==> config.mk <==
export PLATFORM = sky130hd
export DESIGN_NAME = dt_node_walker
export DESIGN_NICKNAME = d
export VERILOG_FILES = /design/src/rtl/dt_node_walker.sv
export SDC_FILE = /design/constraint.sdc
export NUM_CORES = 1
export LEC_CHECK = 0
export ABC_AREA = 1
export BUFFER_PORTS_ARGS = -buffer_cell sky130_fd_sc_hd__buf_2
export CAP_MARGIN = 20
export CORE_MARGIN = 4
export CORE_UTILIZATION = 45
export DETAILED_ROUTE_END_ITERATION = 7
export GPL_TIMING_DRIVEN = 0
export PLACE_DENSITY_LB_ADDON = 0.05
export SLEW_MARGIN = 20
export SYNTH_ARGS = -nofsm -noshare
export SYNTH_HDL_FRONTEND = slang
export SYNTH_SLANG_ARGS = --single-unit
export TNS_END_PERCENT = 50
==> constraint.sdc <==
create_clock -name clk -period 3.15 [get_ports clk]
set_clock_uncertainty 0.2 [all_clocks]
set_input_delay 0.63 -clock clk [delete_from_list [all_inputs] [get_ports clk]]
set_output_delay 0.63 -clock clk [all_outputs]
set_load 0.01 [all_outputs]
==> src/rtl/dt_node_walker.sv <==
// Sequential decision-tree walker over a writable flop-based node table.
// Ports: cfg_* table writes, in_* vector handshake, out_* result handshake.
module dt_node_walker #(
  parameter int N_FEAT    = 10,
  parameter int DEPTH     = 32,
  parameter int MAX_STEPS = 16
) (
  input  logic                     clk,
  input  logic                     rst_n,
  input  logic                     cfg_we,
  input  logic [$clog2(DEPTH)-1:0] cfg_addr,
  input  logic [15:0]              cfg_wdata,
  input  logic                     in_valid,
  output logic                     in_ready,
  input  logic [N_FEAT-1:0]        inp,
  output logic                     out_valid,
  input  logic                     out_ready,
  output logic                     outp,
  output logic                     out_err,
  output logic                     busy
);

  localparam int AW = $clog2(DEPTH);
  localparam int SW = $clog2(MAX_STEPS);
  localparam logic [4:0] NF = 5'(N_FEAT);
  localparam logic [SW-1:0] LAST = SW'(MAX_STEPS - 1);

  typedef enum logic [1:0] {
    IDLE,
    WALK,
    DONE
  } state_t;

  state_t             state;
  logic [15:0]        tbl [DEPTH];
  logic [N_FEAT-1:0]  feat;
  logic [AW-1:0]      ptr;
  logic [SW-1:0]      step;

  logic [15:0]        node;
  logic [3:0]         k;
  logic [N_FEAT+15:0] fx;
  logic               fbit;
  logic               is_leaf;
  logic               bad_k;
  logic               at_lim;
  logic               go_on;
  logic [4:0]         child;

  assign node = tbl[ptr];
  assign k    = node[5:2];
  // zero-extended copy keeps any 4-bit index in range
  assign fx   = {16'b0, feat};
  assign fbit = fx[k];

  // mutually exclusive terms encode the evaluation priority
  assign is_leaf = node[0];
  assign bad_k   = !is_leaf && ({1'b0, k} >= NF);
  assign at_lim  = !is_leaf && !bad_k && (step == LAST);
  assign go_on   = !is_leaf && !bad_k && !at_lim;
  assign child   = fbit ? node[15:11] : node[10:6];

  assign in_ready = (state == IDLE);
  assign busy     = (state != IDLE);

  always_ff @(posedge clk or negedge rst_n) begin
    if (!rst_n) begin
      state     <= IDLE;
      feat      <= '0;
      ptr       <= '0;
      step      <= '0;
      out_valid <= 1'b0;
      outp      <= 1'b0;
      out_err   <= 1'b0;
      for (int i = 0; i < DEPTH; i++) begin
        tbl[i] <= 16'h0001;
      end
    end else begin
      unique case (state)
        IDLE: begin
          if (cfg_we) begin
            tbl[cfg_addr] <= cfg_wdata;
          end
          if (in_valid) begin
            feat  <= inp;
            ptr   <= '0;
            step  <= '0;
            state <= WALK;
          end
        end
        WALK: begin
          unique case (1'b1)
            is_leaf: begin
              outp      <= node[1];
              out_err   <= 1'b0;
              out_valid <= 1'b1;
              state     <= DONE;
            end
            bad_k, at_lim: begin
              outp      <= 1'b0;
              out_err   <= 1'b1;
              out_valid <= 1'b1;
              state     <= DONE;
            end
            go_on: begin
              ptr  <= AW'(child);
              step <= step + SW'(1);
            end
            default: ;
          endcase
        end
        DONE: begin
          if (out_ready) begin
            out_valid <= 1'b0;
            state     <= IDLE;
          end
        end
        default: state <= IDLE;
      endcase
    end
  end

endmodule

==> results of run 1 <==
[flip-flops by register name, indices dropped and copies added (netlist names)]
signal	cells
feat	10
out_err	1
out_valid	1
outp	1
ptr	5
state	2
step	4
tbl	512
[layout by cell type, fill, tap and decap left out, types with 7 or more instances in the layout]
master,instances
sky130_fd_sc_hd__o22ai_1,9
sky130_fd_sc_hd__buf_6,7
sky130_fd_sc_hd__o311ai_0,9
sky130_fd_sc_hd__a22oi_1,18
sky130_fd_sc_hd__o221ai_1,21
sky130_fd_sc_hd__clkbuf_2,19
sky130_fd_sc_hd__clkbuf_1,168
sky130_fd_sc_hd__nand2_1,968
sky130_fd_sc_hd__a32o_1,12
sky130_fd_sc_hd__o211ai_1,10
sky130_fd_sc_hd__o21ai_0,573
sky130_fd_sc_hd__dfstp_2,32
sky130_fd_sc_hd__clkbuf_8,14
sky130_fd_sc_hd__clkbuf_4,21
sky130_fd_sc_hd__buf_16,7
sky130_fd_sc_hd__nor2_1,81
sky130_fd_sc_hd__nor3_1,8
sky130_fd_sc_hd__a221oi_1,9
sky130_fd_sc_hd__inv_1,36
sky130_fd_sc_hd__buf_4,33
sky130_fd_sc_hd__buf_2,59
sky130_fd_sc_hd__dfrtp_1,504
sky130_fd_sc_hd__clkinv_2,8
sky130_fd_sc_hd__clkbuf_16,58
sky130_fd_sc_hd__o31ai_1,11
sky130_fd_sc_hd__a21oi_1,133
sky130_fd_sc_hd__o21ai_1,9
sky130_fd_sc_hd__nand3_1,153
[layout make-up]
| type | instances | share of cell area, % |
|---|---|---|
| diodes | 1 | 0.00906 |
| well taps | 688 | 3.12 |
| clock buffers | 87 | 6.16 |
| repair buffers | 51 | 1.52 |
| clock inverters | 14 | 0.593 |
| flip-flops and latches | 536 | 48.7 |
| inverters | 41 | 0.557 |
| multi-input cells | 2070 | 34.6 |
| plain buffers | 255 | 4.70 |
[metrics by stage]
step / TNS [ns] / worst slack [ns] / hold WS [ns]
detailed placement: -5.56 / -1.05 / 0.264
finish: -0.114 / -0.0787 / 0.0237
global route: -0.00971 / -0.00971 / 0.0151
floorplan: 0 / 0.877 / 0.134
global placement: -5176.07 / -9.70 / 0.255
CTS: 0 / 0.0000242 / 0.00275
[per-layer routing]
layer	GRT usage, %	vias up	part of all wire (%)	routed length (um)
li1	-	9973	-	-
met5	0	-	0	0
met2	52.3	1259	44	43800
met1	45.3	11300	40	39800
met3	6.69	294	9.1	8950
met4	19.6	0	6.4	6300
[critical path: cells and delay by family (launching register included)]
family                 cells  cell delay (ns)
buffers and inverters      4             1.43
AOI/OAI and AO/OA          2             0.57
and+or+nand+nor            5             0.49
DFF                        1             0.38
[kinds of logic (layout without fill, tap and decap cells)]
family	count (synthesis)	in the layout	share of synthesized area, %
fa+ha+maj	1	1	0.0517
simple gates	1232	1232	20.2
buf+inv	297	448	5.15
other cells	0	1	0
compound gates	831	831	18.7
mux	5	5	0.233
flops	536	536	55.6
xor+xnor	1	1	0.0362
[final timing paths]
path                            end  slack, ns  depth (start not counted)
setup reg to reg             ptr[0]      -0.08                         11
setup / recovery             ptr[0]      -0.08                         11
hold / removal              feat[9]       0.02                          2
max in group asynchronous  tbl[409]       0.76                          5
min in group asynchronous   tbl[68]       0.32                          2
hold reg to reg                outp       0.27                          2
[power by group through the flow]
stage	Combinational (mW)	Sequential (mW)	Clock, mW
finish	8.33	10.2	6.83
global placement	7.64	10.2	0
floorplan	4.86	9.86	0
detailed placement	7.83	10.2	0
global route	8.95	10.4	7.17
CTS	7.98	10.1	6.88
[what timing repair did]
item | in CTS | in global routing
endpoints found under the setup margin | 9 | 13
buffers inserted | 0 | 1
endpoints found under the hold margin | 55 | 0
hold buffers | 2 | 0
resized for setup | 91 | 34
pin swaps | 3 | 3
==> metrics.txt, run 1 <==
# TYPE chip_impl_metric gauge
chip_impl_metric{name="number_of_flops_mapped_to_enable_cells_by_yosys",unit=""} 0
chip_impl_metric{name="timing.final.max_slew_violations",unit=""} 0
chip_impl_metric{name="post_synth_instance_area",unit="um^2"} 24200
chip_impl_metric{name="placedCellCount",unit=""} 3639
chip_impl_metric{name="cellLeakagePower",unit="nW"} 12.5
chip_impl_metric{name="layout.core_utilization",unit="%"} 52.2
chip_impl_metric{name="design.core.area",unit="um^2"} 52900
chip_impl_metric{name="share_of_cells_above_drive_strength_1",unit="%"} 9.63
chip_impl_metric{name="timing.critical_path.required",unit="ns"} 3.45
chip_impl_metric{name="max-vdd-ir-drop",unit="V"} 0.000465
chip_impl_metric{name="setup_viol_count_final",unit=""} 3
chip_impl_metric{name="wl_per_cell",unit="um"} 26.4
chip_impl_info{name="worst_setup_path_start_kind",value="flip-flop"} 1
chip_impl_metric{name="finalWorstSetupSlack",unit="ns"} -0.0787
chip_impl_metric{name="routed_wl",unit="um"} 98900
chip_impl_metric{name="layout_worst_path_cycle_share",unit="%"} 102
chip_impl_metric{name="synthesis.area_per_instance",unit="um^2"} 8.34
chip_impl_info{name="most_numerous_cell_in_the_yosys_netlist",value="sky130_fd_sc_hd__nand2_1"} 1
chip_impl_metric{name="vias_in_the_first_global_route",unit=""} 22000
chip_impl_metric{name="fin_nets",unit=""} 3050
chip_impl_metric{name="yosys.area.top_type_share",unit="%"} 52.1
chip_impl_metric{name="cts_made_buffers",unit=""} 58
chip_impl_info{name="most_frequently_used_flop_master_after_synthesis",value="sky130_fd_sc_hd__dfrtp_1"} 1
chip_impl_info{name="critical_path.slowest_cell",value="sky130_fd_sc_hd__clkbuf_2"} 1
chip_impl_metric{name="drcViolationCount",unit=""} 0
chip_impl_metric{name="number_of_hold_violations_in_the_final_report",unit=""} 0
chip_impl_metric{name="multi_input_gate_area",unit="um^2"} 9570
chip_impl_metric{name="antenna_violating_nets_post_route",unit=""} 0
chip_impl_metric{name="initial_core_util",unit="%"} 45.8
chip_impl_metric{name="cts_sinks",unit=""} 536
chip_impl_metric{name="sequentialPowerShare",unit="%"} 40.2
chip_impl_metric{name="worst_setup_hold_path_clk_slew",unit="ns"} 0.06
chip_impl_info{name="r2r-start",value="ptr[2]"} 1
chip_impl_info{name="clock_tree.root_cell",value="sky130_fd_sc_hd__clkbuf_16"} 1
chip_impl_metric{name="h-tree-depth",unit=""} 2
chip_impl_info{name="startpoint_of_the_tightest_hold_check_path",value="inp[9]"} 1
chip_impl_metric{name="place.gp.congestion",unit=""} 0.964
chip_impl_metric{name="portBuffers",unit=""} 39
chip_impl_metric{name="total_i_o_pin_count",unit=""} 41
chip_impl_info{name="min-delay-path-class",value="in -> reg"} 1
chip_impl_metric{name="post_synth_inst_count",unit=""} 2903
chip_impl_metric{name="num_vias",unit=""} 22800
chip_impl_info{name="cts_tree",value="built"} 1
chip_impl_metric{name="ys_warn_count",unit=""} 0
chip_impl_metric{name="yosysSeqAreaShare",unit="%"} 55.6
chip_impl_metric{name="fillerInstances",unit=""} 5040
chip_impl_metric{name="clkLatencyLatePin",unit="ns"} 0.65
chip_impl_metric{name="total_power",unit="mW"} 25.3
chip_impl_metric{name="dieHeight",unit="um"} 240
chip_impl_metric{name="fmaxAchievable",unit="MHz"} 310
chip_impl_metric{name="crit_path_max_incr_delay",unit="ns"} 0.47
chip_impl_metric{name="timing.critical_path.fanout_max",unit=""} 10
chip_impl_info{name="failed_checks",value="setup timing"} 1
chip_impl_metric{name="yosysUniqueCellTypes",unit=""} 39
chip_impl_metric{name="final-seq-area",unit="um^2"} 13500
chip_impl_info{name="worstSetupStartpoint",value="ptr[2]"} 1
chip_impl_metric{name="area_growth_syn_to_layout",unit="%"} 14.1
chip_impl_metric{name="worst-endpoint-arrival",unit="ns"} 3.53
chip_impl_metric{name="post-route-cell-area",unit="um^2"} 27600
chip_impl_metric{name="std_cell_rows",unit=""} 84
chip_impl_metric{name="dp.final_hpwl",unit="um"} 71300
chip_impl_metric{name="dieWidth",unit="um"} 240
chip_impl_metric{name="die_area",unit="um^2"} 57500
chip_impl_metric{name="power_density",unit="nW/um^2"} 917
chip_impl_metric{name="grt_antenna_before_repair",unit=""} 1
chip_impl_metric{name="grt_pass1_wl",unit="um"} 144000
chip_impl_metric{name="finalNonFillerCells",unit=""} 3743
chip_impl_metric{name="swShare",unit="%"} 38.6
chip_impl_metric{name="pre_antenna_drt_iters",unit=""} 7
chip_impl_metric{name="drt_iter0_markers",unit=""} 3086
chip_impl_metric{name="max_root_sink_buffers",unit=""} 3
chip_impl_info{name="synth.cells.most_frequent",value="sky130_fd_sc_hd__nand2_1, sky130_fd_sc_hd__o21ai_0, sky130_fd_sc_hd__dfrtp_1, sky130_fd_sc_hd__clkbuf_1, sky130_fd_sc_hd__nand3_1"} 1
chip_impl_info{name="run_status",value="finished with violations"} 1
chip_impl_metric{name="grt_max_degree",unit=""} 100
chip_impl_info{name="setup.worst_path.class",value="reg -> reg"} 1
chip_impl_metric{name="combPwrFrac",unit="%"} 32.9
chip_impl_metric{name="finalCriticalPeriod",unit="ns"} 3.23
chip_impl_metric{name="async_flop_share",unit="%"} 100
chip_impl_metric{name="tightestPinTransition",unit="ns"} 1.14
chip_impl_metric{name="via_per_inst",unit=""} 6.10
chip_impl_info{name="crit_chain",value="inv_1, clkbuf_2, clkbuf_2, clkbuf_2, o211ai_1, o21ai_1, nand2_1, nand2_1, nand3_1, nand3_1, nand2_1"} 1
chip_impl_metric{name="placedInstanceArea",unit="um^2"} 25500
chip_impl_metric{name="postSynthRegisterBits",unit=""} 536
chip_impl_metric{name="pwr-share-clk",unit="%"} 26.9
chip_impl_info{name="post-synth-top-area-cell",value="sky130_fd_sc_hd__dfrtp_1"} 1
chip_impl_metric{name="grt.total_usage",unit="%"} 34.0
chip_impl_metric{name="globalRouteOverflowTotal",unit=""} 0
chip_impl_metric{name="timing.slew.headroom",unit="%"} 23.4
chip_impl_metric{name="synthesis.nets",unit=""} 2940
chip_impl_metric{name="net-switching-power",unit="mW"} 9.78
chip_impl_metric{name="maxCapViolCount",unit=""} 0
chip_impl_metric{name="cell_internal_pwr",unit="mW"} 15.6
chip_impl_info{name="endpoint_class_of_the_critical_path",value="flip-flop"} 1
chip_impl_info{name="synthTopCellsByArea",value="sky130_fd_sc_hd__dfrtp_1, sky130_fd_sc_hd__nand2_1, sky130_fd_sc_hd__o21ai_0"} 1
No activity file was read; power rests on OpenSTA's default activity.
==> run 2: changes to the inputs <==
- CORE_MARGIN: 4 -> 2
- GPL_TIMING_DRIVEN: 0 -> unset
==> run 2 against run 1 <==
- the flow now finishes without violations
- sequential cell count is the same
- cell count shrank 3.8%
- critical endpoint is now step[1]
- fmax grew 8.9%
- global-route usage shrank 7.1 points
- first-iteration DRC count shrank 40%
- sequential power is essentially flat
- largest cell class unchanged
- worst setup slack gained 0.26 ns
- combinational power shrank 15%
- highest routed layer unchanged
- utilization shrank 0.65 points
- critical path depth grew 5
- wire length shrank 25%
==> metrics.txt, run 2 (synthesis results as in run 1) <==
# TYPE chip_impl_metric gauge
chip_impl_info{name="run_status",value="finished, final reports clean"} 1
chip_impl_info{name="clock_tree.root_cell",value="sky130_fd_sc_hd__clkbuf_16"} 1
chip_impl_metric{name="std_cell_rows",unit=""} 84
chip_impl_metric{name="dieWidth",unit="um"} 236
chip_impl_metric{name="num_vias",unit=""} 20400
chip_impl_info{name="endpoint_class_of_the_critical_path",value="flip-flop"} 1
chip_impl_metric{name="preCtsSetupSlack",unit="ns"} 0.0726
chip_impl_metric{name="number_of_hold_violations_in_the_final_report",unit=""} 0
chip_impl_metric{name="die_area",unit="um^2"} 55600
chip_impl_metric{name="critical_path_buf_inv_count",unit=""} 2
chip_impl_metric{name="placedInstanceArea",unit="um^2"} 25300
chip_impl_metric{name="initial_core_util",unit="%"} 45.8
chip_impl_info{name="min-delay-path-class",value="in -> reg"} 1
chip_impl_metric{name="final-seq-area",unit="um^2"} 13500
chip_impl_metric{name="num_antenna_cells",unit=""} 0
chip_impl_metric{name="timing.final.max_slew_violations",unit=""} 0
chip_impl_metric{name="maxCapViolCount",unit=""} 0
chip_impl_metric{name="worst-endpoint-arrival",unit="ns"} 3.26
chip_impl_info{name="critical_path.slowest_cell",value="sky130_fd_sc_hd__dfrtp_4"} 1
chip_impl_metric{name="dieHeight",unit="um"} 236
chip_impl_metric{name="worst_setup_hold_path_clk_slew",unit="ns"} 0.06
chip_impl_metric{name="h-tree-depth",unit=""} 2
chip_impl_metric{name="total_power",unit="mW"} 23.9
chip_impl_metric{name="finalCriticalPeriod",unit="ns"} 2.96
chip_impl_metric{name="timing.slew.headroom",unit="%"} 34.1
chip_impl_metric{name="dp.final_hpwl",unit="um"} 43600
chip_impl_metric{name="finalNonFillerCells",unit=""} 3601
chip_impl_metric{name="finalWorstSetupSlack",unit="ns"} 0.185
chip_impl_info{name="worst_setup_path_start_kind",value="flip-flop"} 1
chip_impl_metric{name="total_i_o_pin_count",unit=""} 41
chip_impl_metric{name="crit_path_max_incr_delay",unit="ns"} 0.56
chip_impl_metric{name="portBuffers",unit=""} 40
chip_impl_metric{name="globalRouteOverflowTotal",unit=""} 0
chip_impl_metric{name="largest_register_ffs",unit=""} 512
chip_impl_metric{name="tightestPinTransition",unit="ns"} 0.987
chip_impl_metric{name="cts_made_buffers",unit=""} 59
chip_impl_metric{name="post-route-cell-area",unit="um^2"} 27300
chip_impl_metric{name="power_density",unit="nW/um^2"} 878
chip_impl_info{name="cts_tree",value="built"} 1
chip_impl_metric{name="antenna_violating_nets_post_route",unit=""} 0
chip_impl_info{name="setup.worst_path.class",value="reg -> reg"} 1
chip_impl_metric{name="grt_max_degree",unit=""} 102
chip_impl_metric{name="timing.critical_path.fanout_max",unit=""} 59
chip_impl_info{name="layout.cells.most_common",value="sky130_fd_sc_hd__nand2_1"} 1
chip_impl_metric{name="place.gp.congestion",unit=""} 0.854
chip_impl_metric{name="grt_antenna_before_repair",unit=""} 1
chip_impl_metric{name="drt_iter0_markers",unit=""} 1860
chip_impl_info{name="cp_top_family",value="simple AND/OR/NAND/NOR gates"} 1
chip_impl_metric{name="cellLeakagePower",unit="nW"} 12.4
chip_impl_metric{name="placedCellCount",unit=""} 3493
chip_impl_metric{name="cts_sinks",unit=""} 536
chip_impl_info{name="r2r-start",value="ptr[0]"} 1
chip_impl_metric{name="wl_per_cell",unit="um"} 20.6
chip_impl_metric{name="clkLatencyLatePin",unit="ns"} 0.62
chip_impl_metric{name="share_of_cells_above_drive_strength_1",unit="%"} 10.2
chip_impl_metric{name="grt.total_usage",unit="%"} 26.9
chip_impl_info{name="regMostFlops",value="tbl"} 1
chip_impl_info{name="crit_path_frequent_cell",value="sky130_fd_sc_hd__nand2_1"} 1
chip_impl_metric{name="timing.critical_path.required",unit="ns"} 3.45
chip_impl_info{name="startpoint_of_the_tightest_hold_check_path",value="inp[6]"} 1
chip_impl_metric{name="grt_pass1_wl",unit="um"} 117000
chip_impl_metric{name="routed_wl",unit="um"} 74200
chip_impl_metric{name="vias_in_the_first_global_route",unit=""} 19800
chip_impl_info{name="biggestRegsByFlops",value="tbl: 512 flops, feat: 10 flops, ptr: 5 flops"} 1
chip_impl_metric{name="pre_antenna_drt_iters",unit=""} 6
chip_impl_metric{name="area_growth_syn_to_layout",unit="%"} 12.7
chip_impl_info{name="unrepaired_setup_endpoints_after_global_routing",value="no"} 1
chip_impl_metric{name="total_negative_setup_slack",unit="ns"} 0
chip_impl_metric{name="max-vdd-ir-drop",unit="V"} 0.000487
chip_impl_metric{name="fillerInstances",unit=""} 5024
chip_impl_metric{name="fin_nets",unit=""} 2907
chip_impl_metric{name="fmaxAchievable",unit="MHz"} 337
chip_impl_metric{name="via_per_inst",unit=""} 5.67
chip_impl_metric{name="max_root_sink_buffers",unit=""} 3
chip_impl_metric{name="multi_input_gate_area",unit="um^2"} 9500
chip_impl_metric{name="drcViolationCount",unit=""} 0
chip_impl_info{name="highest_count_cells_in_the_layout_ignoring_fill_and_taps",value="sky130_fd_sc_hd__nand2_1, sky130_fd_sc_hd__o21ai_0, sky130_fd_sc_hd__dfrtp_1"} 1
chip_impl_info{name="crit_chain",value="buf_16, nand2_1, nand3_1, nand3_1, nand2_1, nand2_1, nand2_1, nand2_1, nand2_1, nor2_4, o21ai_2, nor2_4, inv_2, nand2_1, nand2_1, nand2_1"} 1
chip_impl_metric{name="design.core.area",unit="um^2"} 52900
chip_impl_info{name="worstSetupStartpoint",value="ptr[0]"} 1
chip_impl_metric{name="layout_worst_path_cycle_share",unit="%"} 94.1
chip_impl_metric{name="setup_viol_count_final",unit=""} 0
-- run 2: cell types whose count changed in the layout (fill, tap and decap cells not counted), moves of 6 or more --
cell / before / now
sky130_fd_sc_hd__clkbuf_1: 168 / 18
sky130_fd_sc_hd__buf_2: 59 / 39
sky130_fd_sc_hd__clkbuf_2: 19 / 0
sky130_fd_sc_hd__clkbuf_4: 21 / 0
sky130_fd_sc_hd__o311ai_0: 9 / 15
sky130_fd_sc_hd__buf_4: 33 / 97
sky130_fd_sc_hd__buf_12: 0 / 18
-- run 2: worst reg2reg max path, cell delays in order (launching register included) --
cell,delay [ns]
sky130_fd_sc_hd__dfrtp_4,0.56
sky130_fd_sc_hd__buf_16,0.29
sky130_fd_sc_hd__nand2_1,0.13
sky130_fd_sc_hd__nand3_1,0.11
sky130_fd_sc_hd__nand3_1,0.09
sky130_fd_sc_hd__nand2_1,0.08
sky130_fd_sc_hd__nand2_1,0.04
sky130_fd_sc_hd__nand2_1,0.14
sky130_fd_sc_hd__nand2_1,0.07
sky130_fd_sc_hd__nand2_1,0.18
sky130_fd_sc_hd__nor2_4,0.08
sky130_fd_sc_hd__o21ai_2,0.23
sky130_fd_sc_hd__nor2_4,0.09
sky130_fd_sc_hd__inv_2,0.21
sky130_fd_sc_hd__nand2_1,0.17
sky130_fd_sc_hd__nand2_1,0.13
sky130_fd_sc_hd__nand2_1,0.05
-- run 2: timing repair --
action / in CTS / in global routing
endpoints found under the hold margin: 27 / 0
setup endpoints to repair: 0 / 5
setup buffers: 0 / 1
gates resized for setup: 0 / 7
hold buffers: 2 / 0
-- run 2: cell type report --
type / instances / share of cell area, %
flip-flops and latches: 536 / 49.4
multi-input cells: 2070 / 34.8
clock buffers: 89 / 6.35
repair buffers: 162 / 5.21
well taps: 688 / 3.16
inverters: 41 / 0.633
clock inverters: 15 / 0.459
-- run 2: power by group --
| group | internal, mW | switching (mW) |
|---|---|---|
| Combinational | 2.58 | 4.50 |
| Sequential | 9.00 | 1.16 |
| Clock | 3.92 | 2.80 |
-- run 2: through the flow --
stage                     hold slack [ns]  util (%)
after CTS                          0.0265      51.5
after global placement              0.255      47.9
after global routing               0.0434      51.6
after detailed placement            0.268      47.9
final                              0.0598      51.6
after floorplan                     0.134         -
-- run 2: routing by layer --
| metal | global-route usage [%] | wire, um | vias up |
|---|---|---|---|
| met4 | 6.54 | 1470 | 0 |
| met2 | 42.8 | 33900 | 678 |
| met3 | 3.67 | 4450 | 104 |
| met5 | 0 | 0 | - |
| met1 | 39.0 | 34400 | 9988 |
| li1 | - | - | 9650 |
-- run 2: worst paths after layout --
check	to	slack [ns]	cells past startpoint
setup / recovery	step[1]	0.19	16
hold / removal	feat[6]	0.06	2
setup reg to reg	step[1]	0.19	16
hold reg to reg	tbl[55]	0.28	2
max in group asynchronous	tbl[461]	1.49	3
min in group asynchronous	tbl[271]	0.33	2
==> run 3: changes to the inputs <==
- PLACE_DENSITY_LB_ADDON: 0.05 -> unset
- RECOVER_POWER: unset -> 50
==> run 3 against run 2 <==
- the flow now finishes with violations (capacitance limit, slew limit)
- wire length is 4.8% lower
- sequential share of layout area is 0.10 points higher
- clock power is 2% higher
- largest power group unchanged
- sequential power hardly changed
- die area stayed put
- first-iteration DRC count is 6.8% higher
- utilization is 0.10 points lower
- highest routed layer unchanged
- combinational power hardly changed
- critical path type unchanged
==> metrics.txt, run 3 (synthesis results as in run 1) <==
# TYPE chip_impl_metric gauge
chip_impl_metric{name="max-vdd-ir-drop",unit="V"} 0.000460
chip_impl_info{name="biggestRegsByFlops",value="tbl: 512 flops, feat: 10 flops, ptr: 5 flops"} 1
chip_impl_info{name="min-delay-path-class",value="in -> reg"} 1
chip_impl_metric{name="share_of_cells_above_drive_strength_1",unit="%"} 10.4
chip_impl_metric{name="largest_register_ffs",unit=""} 512
chip_impl_metric{name="layout_worst_path_cycle_share",unit="%"} 93.3
chip_impl_info{name="unrepaired_setup_endpoints_after_global_routing",value="no"} 1
chip_impl_metric{name="multi_input_gate_area",unit="um^2"} 9500
chip_impl_metric{name="cts_made_buffers",unit=""} 57
chip_impl_metric{name="dieHeight",unit="um"} 236
chip_impl_metric{name="setup.reg_to_reg.worst_slack",unit="ns"} 0.21
chip_impl_metric{name="power_density",unit="nW/um^2"} 883
chip_impl_info{name="setup.worst_path.class",value="reg -> reg"} 1
chip_impl_metric{name="dieWidth",unit="um"} 236
chip_impl_info{name="clock_tree.root_cell",value="sky130_fd_sc_hd__clkbuf_16"} 1
chip_impl_info{name="endpoint_class_of_the_critical_path",value="flip-flop"} 1
chip_impl_metric{name="grt_antenna_before_repair",unit=""} 0
chip_impl_metric{name="grt_pass1_wl",unit="um"} 113000
chip_impl_info{name="worstSetupStartpoint",value="ptr[0]"} 1
chip_impl_info{name="critical_path.endpoint",value="step[1]"} 1
chip_impl_metric{name="setup_viol_count_final",unit=""} 0
chip_impl_metric{name="routed_wl",unit="um"} 70600
chip_impl_info{name="reg2reg_to",value="step[1]"} 1
chip_impl_metric{name="timing.final.max_slew_violations",unit=""} 151
chip_impl_metric{name="std_cell_rows",unit=""} 84
chip_impl_metric{name="drcViolationCount",unit=""} 0
chip_impl_metric{name="total_i_o_pin_count",unit=""} 41
chip_impl_info{name="cts_tree",value="built"} 1
chip_impl_info{name="regMostFlops",value="tbl"} 1
chip_impl_metric{name="num_antenna_cells",unit=""} 0
chip_impl_metric{name="worst-endpoint-arrival",unit="ns"} 3.24
chip_impl_metric{name="cellLeakagePower",unit="nW"} 12.4
chip_impl_metric{name="number_of_hold_violations_in_the_final_report",unit=""} 0
chip_impl_metric{name="total_negative_setup_slack",unit="ns"} 0
chip_impl_info{name="worst_setup_path_start_kind",value="flip-flop"} 1
chip_impl_info{name="failed_checks",value="capacitance limit, slew limit"} 1
chip_impl_metric{name="place.gp.congestion",unit=""} 0.849
chip_impl_metric{name="timing.critical_path.fanout_max",unit=""} 92
chip_impl_metric{name="vias_in_the_first_global_route",unit=""} 19500
chip_impl_metric{name="h-tree-depth",unit=""} 2
chip_impl_info{name="highest_count_cells_in_the_layout_ignoring_fill_and_taps",value="sky130_fd_sc_hd__nand2_1, sky130_fd_sc_hd__o21ai_0, sky130_fd_sc_hd__dfrtp_1"} 1
chip_impl_metric{name="maxCapViolCount",unit=""} 3
chip_impl_metric{name="worst_setup_hold_path_clk_slew",unit="ns"} 0.06
chip_impl_metric{name="wl_per_cell",unit="um"} 19.6
chip_impl_info{name="layout.cells.most_common",value="sky130_fd_sc_hd__nand2_1"} 1
chip_impl_metric{name="num_vias",unit=""} 20500
chip_impl_metric{name="max_root_sink_buffers",unit=""} 3
chip_impl_info{name="r2r-start",value="ptr[0]"} 1
chip_impl_metric{name="pre_antenna_drt_iters",unit=""} 6
chip_impl_metric{name="fmaxAchievable",unit="MHz"} 340
chip_impl_metric{name="area_growth_syn_to_layout",unit="%"} 12.5
chip_impl_metric{name="grt.total_usage",unit="%"} 25.5
chip_impl_metric{name="via_per_inst",unit=""} 5.68
chip_impl_metric{name="grt_max_degree",unit=""} 93
chip_impl_metric{name="final-seq-area",unit="um^2"} 13500
chip_impl_metric{name="fin_nets",unit=""} 2908
chip_impl_metric{name="design.core.area",unit="um^2"} 52900
chip_impl_metric{name="finalNonFillerCells",unit=""} 3604
chip_impl_metric{name="fillerInstances",unit=""} 4977
chip_impl_metric{name="die_area",unit="um^2"} 55600
chip_impl_info{name="run_status",value="finished with violations"} 1
chip_impl_metric{name="placedInstanceArea",unit="um^2"} 25400
chip_impl_metric{name="clkLatencyLatePin",unit="ns"} 0.61
chip_impl_metric{name="cts_setup_buffers",unit=""} 0
chip_impl_metric{name="finalCriticalPeriod",unit="ns"} 2.94
chip_impl_metric{name="cts_sinks",unit=""} 536
chip_impl_metric{name="initial_core_util",unit="%"} 45.8
chip_impl_metric{name="antenna_violating_nets_post_route",unit=""} 0
chip_impl_metric{name="tightestPinTransition",unit="ns"} 1.70
chip_impl_metric{name="dp.final_hpwl",unit="um"} 42500
chip_impl_metric{name="drt_iter0_markers",unit=""} 1987
chip_impl_metric{name="globalRouteOverflowTotal",unit=""} 0
chip_impl_metric{name="placedCellCount",unit=""} 3498
chip_impl_metric{name="timing.slew.headroom",unit="%"} -13.5
chip_impl_metric{name="timing.critical_path.required",unit="ns"} 3.45
chip_impl_metric{name="post-route-cell-area",unit="um^2"} 27200
chip_impl_metric{name="portBuffers",unit=""} 40
chip_impl_metric{name="r2r.worst_path.cells",unit=""} 16
-- run 3: area by class of cell --
class / instances / share of cell area (%)
flip-flops and latches: 536 / 49.5
multi-input cells: 2070 / 34.9
clock buffers: 85 / 6.18
repair buffers: 165 / 4.81
well taps: 688 / 3.16
clock inverters: 19 / 0.860
inverters: 41 / 0.630
-- run 3: per-layer routing --
| layer | vias to the layer above | wire length, um | track usage (%) | share of wire (%) |
|---|---|---|---|---|
| li1 | 9651 | - | - | - |
| met1 | 10100 | 32700 | 36.8 | 46 |
| met2 | 646 | 32200 | 40.1 | 46 |
| met3 | 109 | 3890 | 3.04 | 5.5 |
| met4 | 0 | 1830 | 8.16 | 2.6 |
| met5 | - | 0 | 0 | 0 |
-- run 3: report_power, final --
part           leakage, nW  total, mW  internal (mW)  switching, mW
clock                0.936       6.85           4.08           2.77
combinational         4.37       7.05           2.59           4.46
sequential            7.05       10.1           9.00           1.14
total                 12.4       24.0           15.7           8.37
-- run 3: timing repair --
item	CTS	global route
hold buffers	2	0
hold endpoints to repair	51	0
gates resized for setup	0	2
endpoints found under the setup margin	0	8
-- run 3: how the worst min path moves through the flow --
stage / from / to / slack [ns] / cells past startpoint
2_1_floorplan: rst_n / feat[0] / 0.13 / 0
3_3_place_gp: outp / outp / 0.26 / 2
3_5_place_dp: tbl[183] / tbl[183] / 0.27 / 2
4_1_cts: inp[4] / feat[4] / 0.03 / 2
5_1_grt: inp[7] / feat[7] / 0.05 / 2
6_report: inp[4] / feat[4] / 0.06 / 2
-- run 3: critical path, cell delays in order (launching register included) --
cell	delay, ns
sky130_fd_sc_hd__dfrtp_4	0.51
sky130_fd_sc_hd__buf_12	0.40
sky130_fd_sc_hd__nand2_1	0.12
sky130_fd_sc_hd__nand3_1	0.11
sky130_fd_sc_hd__nand3_1	0.07
sky130_fd_sc_hd__nand2_1	0.09
sky130_fd_sc_hd__nand2_1	0.06
sky130_fd_sc_hd__nand2_1	0.14
sky130_fd_sc_hd__nand2_1	0.07
sky130_fd_sc_hd__nand2_1	0.17
sky130_fd_sc_hd__nor2_4	0.07
sky130_fd_sc_hd__o21ai_2	0.21
sky130_fd_sc_hd__nor2_4	0.09
sky130_fd_sc_hd__inv_2	0.18
sky130_fd_sc_hd__nand2_1	0.16
sky130_fd_sc_hd__nand2_1	0.12
sky130_fd_sc_hd__nand2_1	0.06
-- run 3: per-stage QoR --
stage	utilization (%)	total power, mW	setup WS [ns]	hold WS [ns]
detailed placement	48.0	17.2	0.202	0.268
global route	51.5	25.6	0.0173	0.0475
CTS	51.7	24.1	0.183	0.0265
floorplan	-	14.7	0.877	0.134
finish	51.5	24.0	0.210	0.0560
global placement	48.0	17.0	0.212	0.261
